[src/rtl/count_snap_pkg.sv]
// count_snap_pkg: shared sample width and stored entry layout for the count snapshot FIFO
package count_snap_pkg;
   localparam int SNAP_WIDTH = 8;
   typedef struct packed {
      logic                  wrap;
      logic [SNAP_WIDTH-1:0] data;
   } snap_entry_t;
endpackage

[src/rtl/snap_fifo_core.sv]
// snap_fifo_core: generic synchronous first-word-fall-through FIFO with occupancy count
module snap_fifo_core #(
   parameter int W = 9,
   parameter int DEPTH = 4,
   localparam int AW = $clog2(DEPTH)
) (
   input  logic          clk,
   input  logic          rst,
   input  logic          push,
   input  logic          pop,
   input  logic [W-1:0]  din,
   output logic [W-1:0]  dout,
   output logic [AW:0]   level,
   output logic          full,
   output logic          empty
);
   logic [W-1:0]  mem [DEPTH];
   logic [AW-1:0] rd_ptr, wr_ptr;
   // storage needs no reset; the head is only meaningful while not empty
   always_ff @(posedge clk)
      if (push) mem[wr_ptr] <= din;
   // pointers wrap naturally; occupancy tracks push/pop balance
   always_ff @(posedge clk)
      if (rst) begin
         rd_ptr <= '0;
         wr_ptr <= '0;
         level  <= '0;
      end else begin
         if (push) wr_ptr <= wr_ptr + AW'(1);
         if (pop) rd_ptr <= rd_ptr + AW'(1);
         level <= level + (AW+1)'(push) - (AW+1)'(pop);
      end
   assign dout  = mem[rd_ptr];
   assign full  = level == (AW+1)'(DEPTH);
   assign empty = level == '0;
endmodule

[src/rtl/count_snapshot_fifo.sv]
// count_snapshot_fifo: captures counter samples with a wrap flag into a small FIFO drained over valid/ready
module count_snapshot_fifo
   import count_snap_pkg::*;
#(
   parameter int WIDTH = SNAP_WIDTH,
   parameter int DEPTH = 4,
   localparam int AW = $clog2(DEPTH)
) (
   input  logic             clk,
   input  logic             rst,
   input  logic [WIDTH-1:0] cnt_i,
   input  logic             snap_i,
   output logic             out_valid,
   input  logic             out_ready,
   output logic [WIDTH-1:0] out_data,
   output logic             out_wrap,
   output logic [AW:0]      level,
   output logic             full,
   output logic             overflow,
   input  logic             clr_ovf
);
   logic             push, pop, drop, wrap, empty, last_valid;
   logic [WIDTH-1:0] last_cap;
   logic [WIDTH:0]   head;
   assign pop       = out_valid && out_ready;
   assign push      = snap_i && (!full || pop);
   assign drop      = snap_i && full && !pop;
   assign wrap      = last_valid && (cnt_i < last_cap);
   assign out_valid = !empty;
   assign out_data  = empty ? '0 : head[WIDTH-1:0];
   assign out_wrap  = !empty && head[WIDTH];
   snap_fifo_core #(.W(WIDTH + 1), .DEPTH(DEPTH)) u_core (
      .clk   (clk),
      .rst   (rst),
      .push  (push),
      .pop   (pop),
      .din   ({wrap, cnt_i}),
      .dout  (head),
      .level (level),
      .full  (full),
      .empty (empty)
   );
   // remember the last accepted sample; dropped captures leave it untouched
   always_ff @(posedge clk)
      if (rst) begin
         last_cap   <= '0;
         last_valid <= 1'b0;
      end else if (push) begin
         last_cap   <= cnt_i;
         last_valid <= 1'b1;
      end
   // sticky drop indicator; a drop in the clearing cycle keeps it set
   always_ff @(posedge clk)
      if (rst) overflow <= 1'b0;
      else if (drop) overflow <= 1'b1;
      else if (clr_ovf) overflow <= 1'b0;
endmodule

[config.mk]
export PLATFORM = sky130hd
export DESIGN_NAME = count_snapshot_fifo
export DESIGN_NICKNAME = d
export VERILOG_FILES = /design/src/rtl/count_snap_pkg.sv /design/src/rtl/snap_fifo_core.sv /design/src/rtl/count_snapshot_fifo.sv
export SDC_FILE = /design/constraint.sdc
export NUM_CORES = 1
export LEC_CHECK = 0
export ABC_AREA = 1
export BUFFER_PORTS_ARGS = -buffer_cell sky130_fd_sc_hd__buf_2
export CAP_MARGIN = 20
export CORE_MARGIN = 2
export CORE_UTILIZATION = 52
export DETAILED_ROUTE_END_ITERATION = 12
export PLACE_DENSITY = 0.75
export RECOVER_POWER = 100
export SETUP_SLACK_MARGIN = 0.2
export SLEW_MARGIN = 5
export SYNTH_ARGS = -nofsm -noshare
export SYNTH_HDL_FRONTEND = slang
export SYNTH_SLANG_ARGS = --single-unit
[constraint.sdc]
create_clock -name clk -period 2 [get_ports clk]
set_clock_uncertainty 0.15 [all_clocks]
set_input_delay 0.1 -clock clk [delete_from_list [all_inputs] [get_ports clk]]
set_output_delay 0.1 -clock clk [all_outputs]
set_load 0.005 [all_outputs]
---- Yosys cells after proc, flatten, opt, wreduce, memory -nomap -nowiden ----
Memories as Yosys holds them, arrays and structs flattened. A register that Yosys moved wholly into a read port is not among the register bits.
Cells that the tools add are included.
cells by class
  $lt $le $gt $ge ......................... 1
  eq/ne operators ......................... 1
  add/subtract/negate cells ............... 4
  reductions and logical operators ........ 12
  mux-type cells .......................... 7
operator list
  operator               count
  $lt A8 B8 Y1           1
  $mux W8                1
  $logic_and A1 B1 Y1    6
  $add A2 B1 Y2 const B  2
  $mux W1                4
  $mux W2                2
  $add A3 B1 Y3          1
  $eq A3 B3 Y1 const B   1
  $logic_not A1 Y1       3
  $logic_not A3 Y1       1
  $sub A3 B1 Y3          1
  $reduce_bool A2 Y1     1
  $logic_or A1 B1 Y1     1
word-level totals
  input bits .............................. 13
  memories kept ........................... 1
  bits in writable memories ............... 36
  flip-flop bits (word level) ............. 17
  word-level logic and storage cells ...... 32
memories
  memory      words  bits a word  read ports  clocked after memory_dff  write ports  line                  RTL
  u_core.mem  4      9            1           1                         1            snap_fifo_core.sv:17  logic [W-1:0] mem [DEPTH];

---- Depth between registers and ports, before layout ----
Gate-level depths: netlist of the first run.
  depth in word-level cells ............... 7
  gate-level depth with buffers ........... 11
  mapped depth without buffers ............ 11

---- Cells and area by module ----
From an unflattened synthesis of the first run, not the netlist that was laid out.
unflattened totals
  cells, all modules ...................... 260
  area total of the unflattened synthesis .. 2586.2 um^2
by module, submodules not included
  module               sequential area each (um^2)  area an instance (um^2)  cells an instance  times used
  snap_fifo_core       1261.2                       1889.3                   160                1
  count_snapshot_fifo  200.2                        696.9                    100                1

---- Least setup slack after synthesis of the first run ----
No wires, ideal clock.
  path type ............................... register -> register
  from .................................... register u_core.level[1]
  to ...................................... register u_core.level[2]
  path slack .............................. 0.024 ns
  arrival ................................. 1.706 ns
  clock period less this slack ............ 1.976 ns
  cell stages (with the launch flop) ...... 12
  cell sequence ........................... dfxtp_1 > inv_2 > nand3_2 > nand2_1 > inv_1 > ha_1 > inv_1 > ha_1 > inv_1 > fa_1 > o21ai_0 > a21oi_1
on the way
  cells in the longest elaborated chain, start to end .. 7
RTL lines
  item                     line                       RTL
  start, declared          snap_fifo_core.sv:13       output logic [AW:0] level,
  start signal, assigned   snap_fifo_core.sv:31       level <= level + (AW+1)'(push) - (AW+1)'(pop);
  $logic_not A3 Y1 (*)     snap_fifo_core.sv:35       assign empty = level == '0;
  $logic_not A1 Y1 (*)     count_snapshot_fifo.sv:29  assign out_valid = !empty;
  via out_valid            count_snapshot_fifo.sv:13  output logic out_valid,
  $logic_and A1 B1 Y1 (*)  count_snapshot_fifo.sv:25  assign pop = out_valid && out_ready;
  via pop                  count_snapshot_fifo.sv:22  logic push, pop, drop, wrap, empty, last_valid;
  $logic_or A1 B1 Y1       count_snapshot_fifo.sv:26  assign push = snap_i && (!full || pop);
  $logic_and A1 B1 Y1      count_snapshot_fifo.sv:26
  $add A3 B1 Y3            snap_fifo_core.sv:31
  $sub A3 B1 Y3 (*)        snap_fifo_core.sv:31
Mark *: on every way through the listed nets, which the timed path passes. The rest lies on a longest branch.
A chain may end at the register's enable or synchronous reset.

---- Final worst setup path of the first run ----
  from .................................... register u_core.level[0]
  to ...................................... register u_core.level[1]
on the way
  cells in the longest elaborated chain, start to end .. 7
RTL lines
  item                     line
  $logic_not A3 Y1         snap_fifo_core.sv:35
  $logic_not A1 Y1         count_snapshot_fifo.sv:29
  $logic_and A1 B1 Y1      count_snapshot_fifo.sv:25
  $logic_or A1 B1 Y1 (*)   count_snapshot_fifo.sv:26
  $logic_and A1 B1 Y1 (*)  count_snapshot_fifo.sv:26
  via push                 count_snapshot_fifo.sv:22
  $add A3 B1 Y3 (*)        snap_fifo_core.sv:31
  $sub A3 B1 Y3 (*)        snap_fifo_core.sv:31
Marks and branches as above.

==> impl_metrics.yaml, run 1 <==
worst_setup_path:
  r2r_cells: 9
  ff2ff_setup_slack_ps: 130
  r2r_start: "u_core.level[0]"
  crit_start: "u_core.level[0]"
  endpoint_kind: "flop"
  cp-endpoint: "u_core.level[1]"
  critPathArrivalTime_ps: 1920
  cp_data_required_time_ps: 2050
  crit_fanout: 6
  start_kind: "flop"
  r2r_end: "u_core.level[1]"
  path_class: "reg2reg"
power_and_ir_drop:
  peakVddDrop_uv: 556
  power.leakage_nw: 1.28
  switching_share_pct: 34.9
  power_frac_comb_pct: 36.1
  switchingPower_mw: 1.11
  power-per-cell-area_nw_per_um2: 1050
  power_frac_clock_pct: 18.8
  p_int_mw: 2.07
  pwr-share-seq_pct: 45.1
layout:
  final_core_util_pct: 64.0
  drive_above_1_share_pct: 15.9
  multi_input_area_um2: 917
  regArea_um2: 1460
  final_area_um2: 3040
  diodes: 0
  nNetsFinal: 346
  fillers: 428
  areaGrowthSynthToFinish_pct: 18.5
placement:
  hpwl_um: 3160
  postPlaceCellArea_um2: 2840
  io_buffers: 27
  gp_congestion: 0.765
drt:
  totalWireLength_um: 4930
  vias: 1892
  drt-initial-drc-count: 138
  route.detailed.drc: 0
  wl_per_cell_um: 12.7
  viasPerCell: 4.89
  dr.pass1.iters: 4
  antenna_left: 0
synth:
  synth_ff_type: "edfxtp_1"
  yosysTopAreaCellShare_pct: 42.1
  async_flop_share_pct: 0
  synth_area_leader_cell: "edfxtp_1"
  synth_cell_types: 22
  ys_warn_count: 0
  synth_commonest_cells: "nor2_1 (57), edfxtp_1 (36), inv_1 (36), nand2_1 (29), a21oi_1 (26)"
  ys_seq_elements: 55
  synth.most_common_cell: "nor2_1"
  synth_nets: 294
  synth_edf_count: 36
  synth_area_leaders: "edfxtp_1 (42%), dfxtp_1 (15%), nor2_1 (8.3%)"
  syn_area_um2: 2570
  syn_inst: 267
  yosysSeqAreaShare_pct: 56.9
  avgSynthCellArea_um2: 9.62
sta:
  fin_crit_ps: 1870
  finalMaxSlewViolations: 0
  setup_violations: 0
  fmax_ghz: 0.534
  rsz0062_at_grt: "yes"
  fin_tns_setup_ps: 0
  tightestPinTransition_ps: 573
  worst_hold_slack_ps: 211
  hold_viol: 0
  timing.final.crit_share_pct: 93.7
  max-slew-margin-rel_pct: 61.8
grt:
  track_usage_pct: 20.2
  grt_max_degree: 22
  grt_busiest_layer: "met2"
  use_met3_pct: 4.34
  grt_pass1_vias: 1771
  grt_first_pass_wirelength_um: 8090
  grt_util_met2_pct: 35.5
  globalRouteOverflowTotal: 0
  use_met1_pct: 23.9
  antenna_found_initial: 0
floorplanning:
  die_area_um2: 5520
  die_w_um: 74.3
  row_count: 25
  core_um2: 4750
  pin_count: 28
  initial_core_util_pct: 54.0
  die_h_um: 74.3
clock_network:
  cts_tree: "built"
  clock_sinks: 55
  cts_buffers: 5
  insertion_delay_ps: 300
  cts_root_buf: "clkbuf_8"
  cts.clk_slew.worst_paths_ps: 100
  htree_levels: 2
  ctsLongestPathBuffers: 2
hold_path:
  worstHoldPathType: "in2reg"
job:
  max_cap_viol_count: 0
run_status:
  status: "complete, no violations"
-- metal layers --
layer  up-vias  wire [um]
met4         0         75
met1       875       2050
met5         -          0
met3         6        215
li1        971          -
met2        40       2590
-- repair_timing --
action | in CTS | in global routing
endpoints found under the setup margin | 2 | 10
hold endpoints to repair | 38 | 0
gates resized for setup | 1 | 6
pin swaps | 3 | 1
hold buffers | 14 | 0
buffers inserted | 4 | 0
-- critical path, stage by stage, from the launching register on --
cell and delay, ps:
dfxtp_1 410, clkbuf_1 180, nor2_4 60, nand2_2 90, nand2_4 70, inv_1 100, ha_4 130, inv_2 30
fa_2 510, nor2_1 40
-- state kept, by name, summed over array words and instances, names as in the netlist, named ones only --
register and cells:
u_core.mem 36, u_core.level 3, overflow 1, last_cap 8
last_valid 1, u_core.rd_ptr 2, u_core.wr_ptr 2
-- through the flow --
stage | total power, mW | std cells | setup WS, ps
2_1_floorplan | 2.22 | 267 | 179
3_3_place_gp | 2.52 | 361 | 167
3_5_place_dp | 2.56 | 361 | 129
4_1_cts | 3.25 | 387 | 171
5_1_grt | 3.43 | 387 | 61.2
6_report | 3.18 | 387 | 127
-- cell families (layout without fill, tap and decap cells) --
group / after synthesis / after routing / synth area share (%)
simple gates: 103 / 103 / 18.4
flops: 55 / 55 / 56.9
buf+inv: 49 / 102 / 8.43
compound gates: 45 / 45 / 8.77
fa+ha+maj: 14 / 14 / 7.12
xor+xnor: 1 / 1 / 0.341
-- layout by cell type, fill, tap and decap left out, types with 2 or more instances in the layout --
cell	instances
nand2_2	2
nand2_1	27
o21ai_1	7
nor2_1	57
ha_4	2
buf_2	9
inv_2	5
ha_1	11
a21oi_1	25
clkbuf_8	5
edfxtp_1	36
nand3_2	4
nand2_4	2
dlygate4sd3_1	14
clkbuf_2	4
inv_1	31
clkbuf_1	20
dfxtp_1	18
o21ai_0	11
buf_4	6
inv_4	3
nand3_1	8
-- cell type report --
class	count	area share [%]
Multi-Input combinational cell	163	30.2
Sequential cell	55	48.1
Tap cell	67	2.76
Inverter	40	5.18
Clock inverter	3	0.740
Clock buffer	5	2.26
Timing Repair Buffer	54	10.8
-- power groups by stage --
stage / registers [mW] / logic (mW) / clock network, mW
2_1_floorplan: 1.46 / 0.760 / 0
4_1_cts: 1.45 / 1.18 / 0.626
3_5_place_dp: 1.48 / 1.08 / 0
6_report: 1.44 / 1.15 / 0.597
3_3_place_gp: 1.48 / 1.05 / 0
5_1_grt: 1.45 / 1.31 / 0.664
-- how the worst min path moves through the flow --
stage,from,to,slack (ps),cells past startpoint
floorplan,rst,u_core.level[1],7,1
global placement,cnt_i[0],u_core.mem[1][0],190,1
detailed placement,cnt_i[0],u_core.mem[1][0],190,1
CTS,out_ready,u_core.rd_ptr[0],150,6
global route,snap_i,u_core.wr_ptr[1],250,4
finish,snap_i,last_cap[3],210,5
Note: power is estimated with default switching activity, not from simulation.
==> run 2, diff against run 1 <==
Settings changed: CORE_UTILIZATION 52 to 60, PLACE_DENSITY 0.75 to 0.81.
Clock period 2 ns to 2.4 ns, I/O delays scaled along.
==> run 2 against run 1 <==
  * Worst hold slack got worse by 150 ps
  * Sequential power decreased by 17%
  * Cell area decreased by 4.3%
  * Via count decreased by 1.8%
  * Combinational power decreased by 32%
  * Register-to-register slack improved by 230 ps
  * Maximum frequency decreased by 8.1%
==> impl_metrics.yaml, run 2 (synthesis gave the netlist of run 1 again) <==
sta:
  finalMaxSlewViolations: 0
  setup_violations: 0
  fin_tns_setup_ps: 0
  max-slew-margin-rel_pct: 60.9
  timing.final.crit_share_pct: 85.0
  rsz0062_at_grt: "no"
  fmax_ghz: 0.490
  fin_crit_ps: 2040
  hold_viol: 0
  tightestPinTransition_ps: 587
  layout_setup_ws_ps: 361
worst_setup_path:
  ff2ff_setup_slack_ps: 360
  path_class: "reg2reg"
  r2r_start: "u_core.level[1]"
  crit_fanout: 4
  start_kind: "flop"
  cp_data_required_time_ps: 2450
  r2r_cells: 11
  critPathArrivalTime_ps: 2090
  endpoint_kind: "flop"
  r2r_end: "u_core.level[2]"
drt:
  route.detailed.drc: 0
  totalWireLength_um: 4670
  viasPerCell: 5.14
  wl_per_cell_um: 12.9
  dr.pass1.iters: 4
  vias: 1857
  antenna_left: 0
  drt-initial-drc-count: 195
grt:
  grt_first_pass_wirelength_um: 8130
  grt_max_degree: 22
  antenna_found_initial: 0
  globalRouteOverflowTotal: 0
  track_usage_pct: 21.4
  grt_pass1_vias: 1734
layout:
  top_regs: "u_core.mem (36), last_cap (8), u_core.level (3)"
  largest_register_ffs: 36
  final_area_um2: 2910
  multi_input_area_um2: 865
  regMostFlops: "u_core.mem"
  diodes: 0
  areaGrowthSynthToFinish_pct: 13.4
  regArea_um2: 1460
  fillers: 316
  nNetsFinal: 337
  final_common_cell: "nor2_1"
  final_cell_mix: "nor2_1 (58), inv_1 (38), edfxtp_1 (36)"
  drive_above_1_share_pct: 10.6
hold_path:
  worstHoldPathCells: 3
  worstHoldStart: "snap_i"
  worstHoldPathType: "in2reg"
  min_to: "last_valid"
floorplanning:
  row_count: 23
  die_area_um2: 4820
  core_um2: 4060
  initial_core_util_pct: 63.3
  die_w_um: 69.4
  die_h_um: 69.4
  pin_count: 28
placement:
  io_buffers: 27
  pre_cts_slack_ps: 352
  hpwl_um: 3040
  postPlaceCellArea_um2: 2750
  gp_congestion: 0.828
clock_network:
  htree_levels: 2
  clock_sinks: 55
  cts.clk_slew.worst_paths_ps: 100
  insertion_delay_ps: 300
  cts_root_buf: "clkbuf_8"
  cts_tree: "built"
  cts_buffers: 5
  post_cts_buffers: 0
  ctsLongestPathBuffers: 2
power_and_ir_drop:
  power-per-cell-area_nw_per_um2: 887
  power_frac_clock_pct: 23.1
  peakVddDrop_uv: 629
  power_frac_comb_pct: 30.2
  p_int_mw: 1.74
  switching_share_pct: 32.5
  power.leakage_nw: 1.24
  switchingPower_mw: 0.838
  pwr-share-seq_pct: 46.7
job:
  max_cap_viol_count: 0
run_status:
  status: "complete, no violations"
==> run 2: cell count changes in the layout (fill, tap and decap cells not counted), moves of 3 or more <==
cell,previous run,this run
inv_4,3,0
inv_1,31,38
nand2_1,27,30
buf_4,6,2
nand3_2,4,8
inv_2,5,1
nand3_1,8,5
dlygate4sd3_1,14,11
==> run 2: worst max path at each step <==
stage	startpoint	endpoint	slack, ps	cells past startpoint
2_1_floorplan	u_core.level[1]	u_core.level[2]	420	11
3_5_place_dp	u_core.level[1]	u_core.level[2]	350	11
4_1_cts	u_core.level[1]	u_core.level[2]	320	11
6_report	u_core.level[1]	u_core.level[2]	360	11
5_1_grt	u_core.level[1]	u_core.level[2]	140	11
3_3_place_gp	u_core.level[1]	u_core.level[2]	410	11
==> run 2: routing by layer <==
metal  global-route usage, %  routed length [um]  vias up
li1                        -                   -      948
met1                    28.8                2050      868
met2                    35.8                2420       39
met3                    4.07                 179        2
met4                    5.45                  25        0
met5                       0                   0        -
==> run 2: power groups by stage <==
stage | combinational (mW) | clock (mW) | sequential (mW)
global placement | 0.769 | 0 | 1.23
detailed placement | 0.797 | 0 | 1.23
floorplan | 0.567 | 0 | 1.20
finish | 0.780 | 0.597 | 1.20
CTS | 0.815 | 0.602 | 1.21
global route | 0.910 | 0.650 | 1.22
==> run 2: what timing repair did <==
item                       4_1_cts  5_1_grt
hold endpoints to repair        38        0
setup endpoints to repair        0        1
resized for setup                0        3
hold buffers                    11        0
==> run 2: layout make-up <==
cell class,count,share of cell area [%]
clock inverter,2,1.29
sequential,55,50.2
timing repair buffer,45,9.02
multi-input combinational,163,29.7
clock buffer,6,2.49
tap,50,2.15
inverter,40,5.16
==> run 2: critical path, stage by stage, from the launching register on <==
cell and delay (ps):
dfxtp_1 410, inv_1 90, nand3_2 90, nand2_1 60, inv_1 110, ha_1 240
inv_1 50, ha_1 130, inv_1 50, fa_1 380, o21ai_1 140, a21oi_1 50
==> run 2: stage by stage <==
stage	hold slack, ps	utilization [%]	cells	total power, mW
floorplan	36.7	-	267	1.77
global placement	211	67.8	342	2.00
detailed placement	217	67.8	342	2.03
CTS	52.9	73.2	361	2.63
global route	99.8	71.8	361	2.78
finish	61.2	71.8	361	2.58
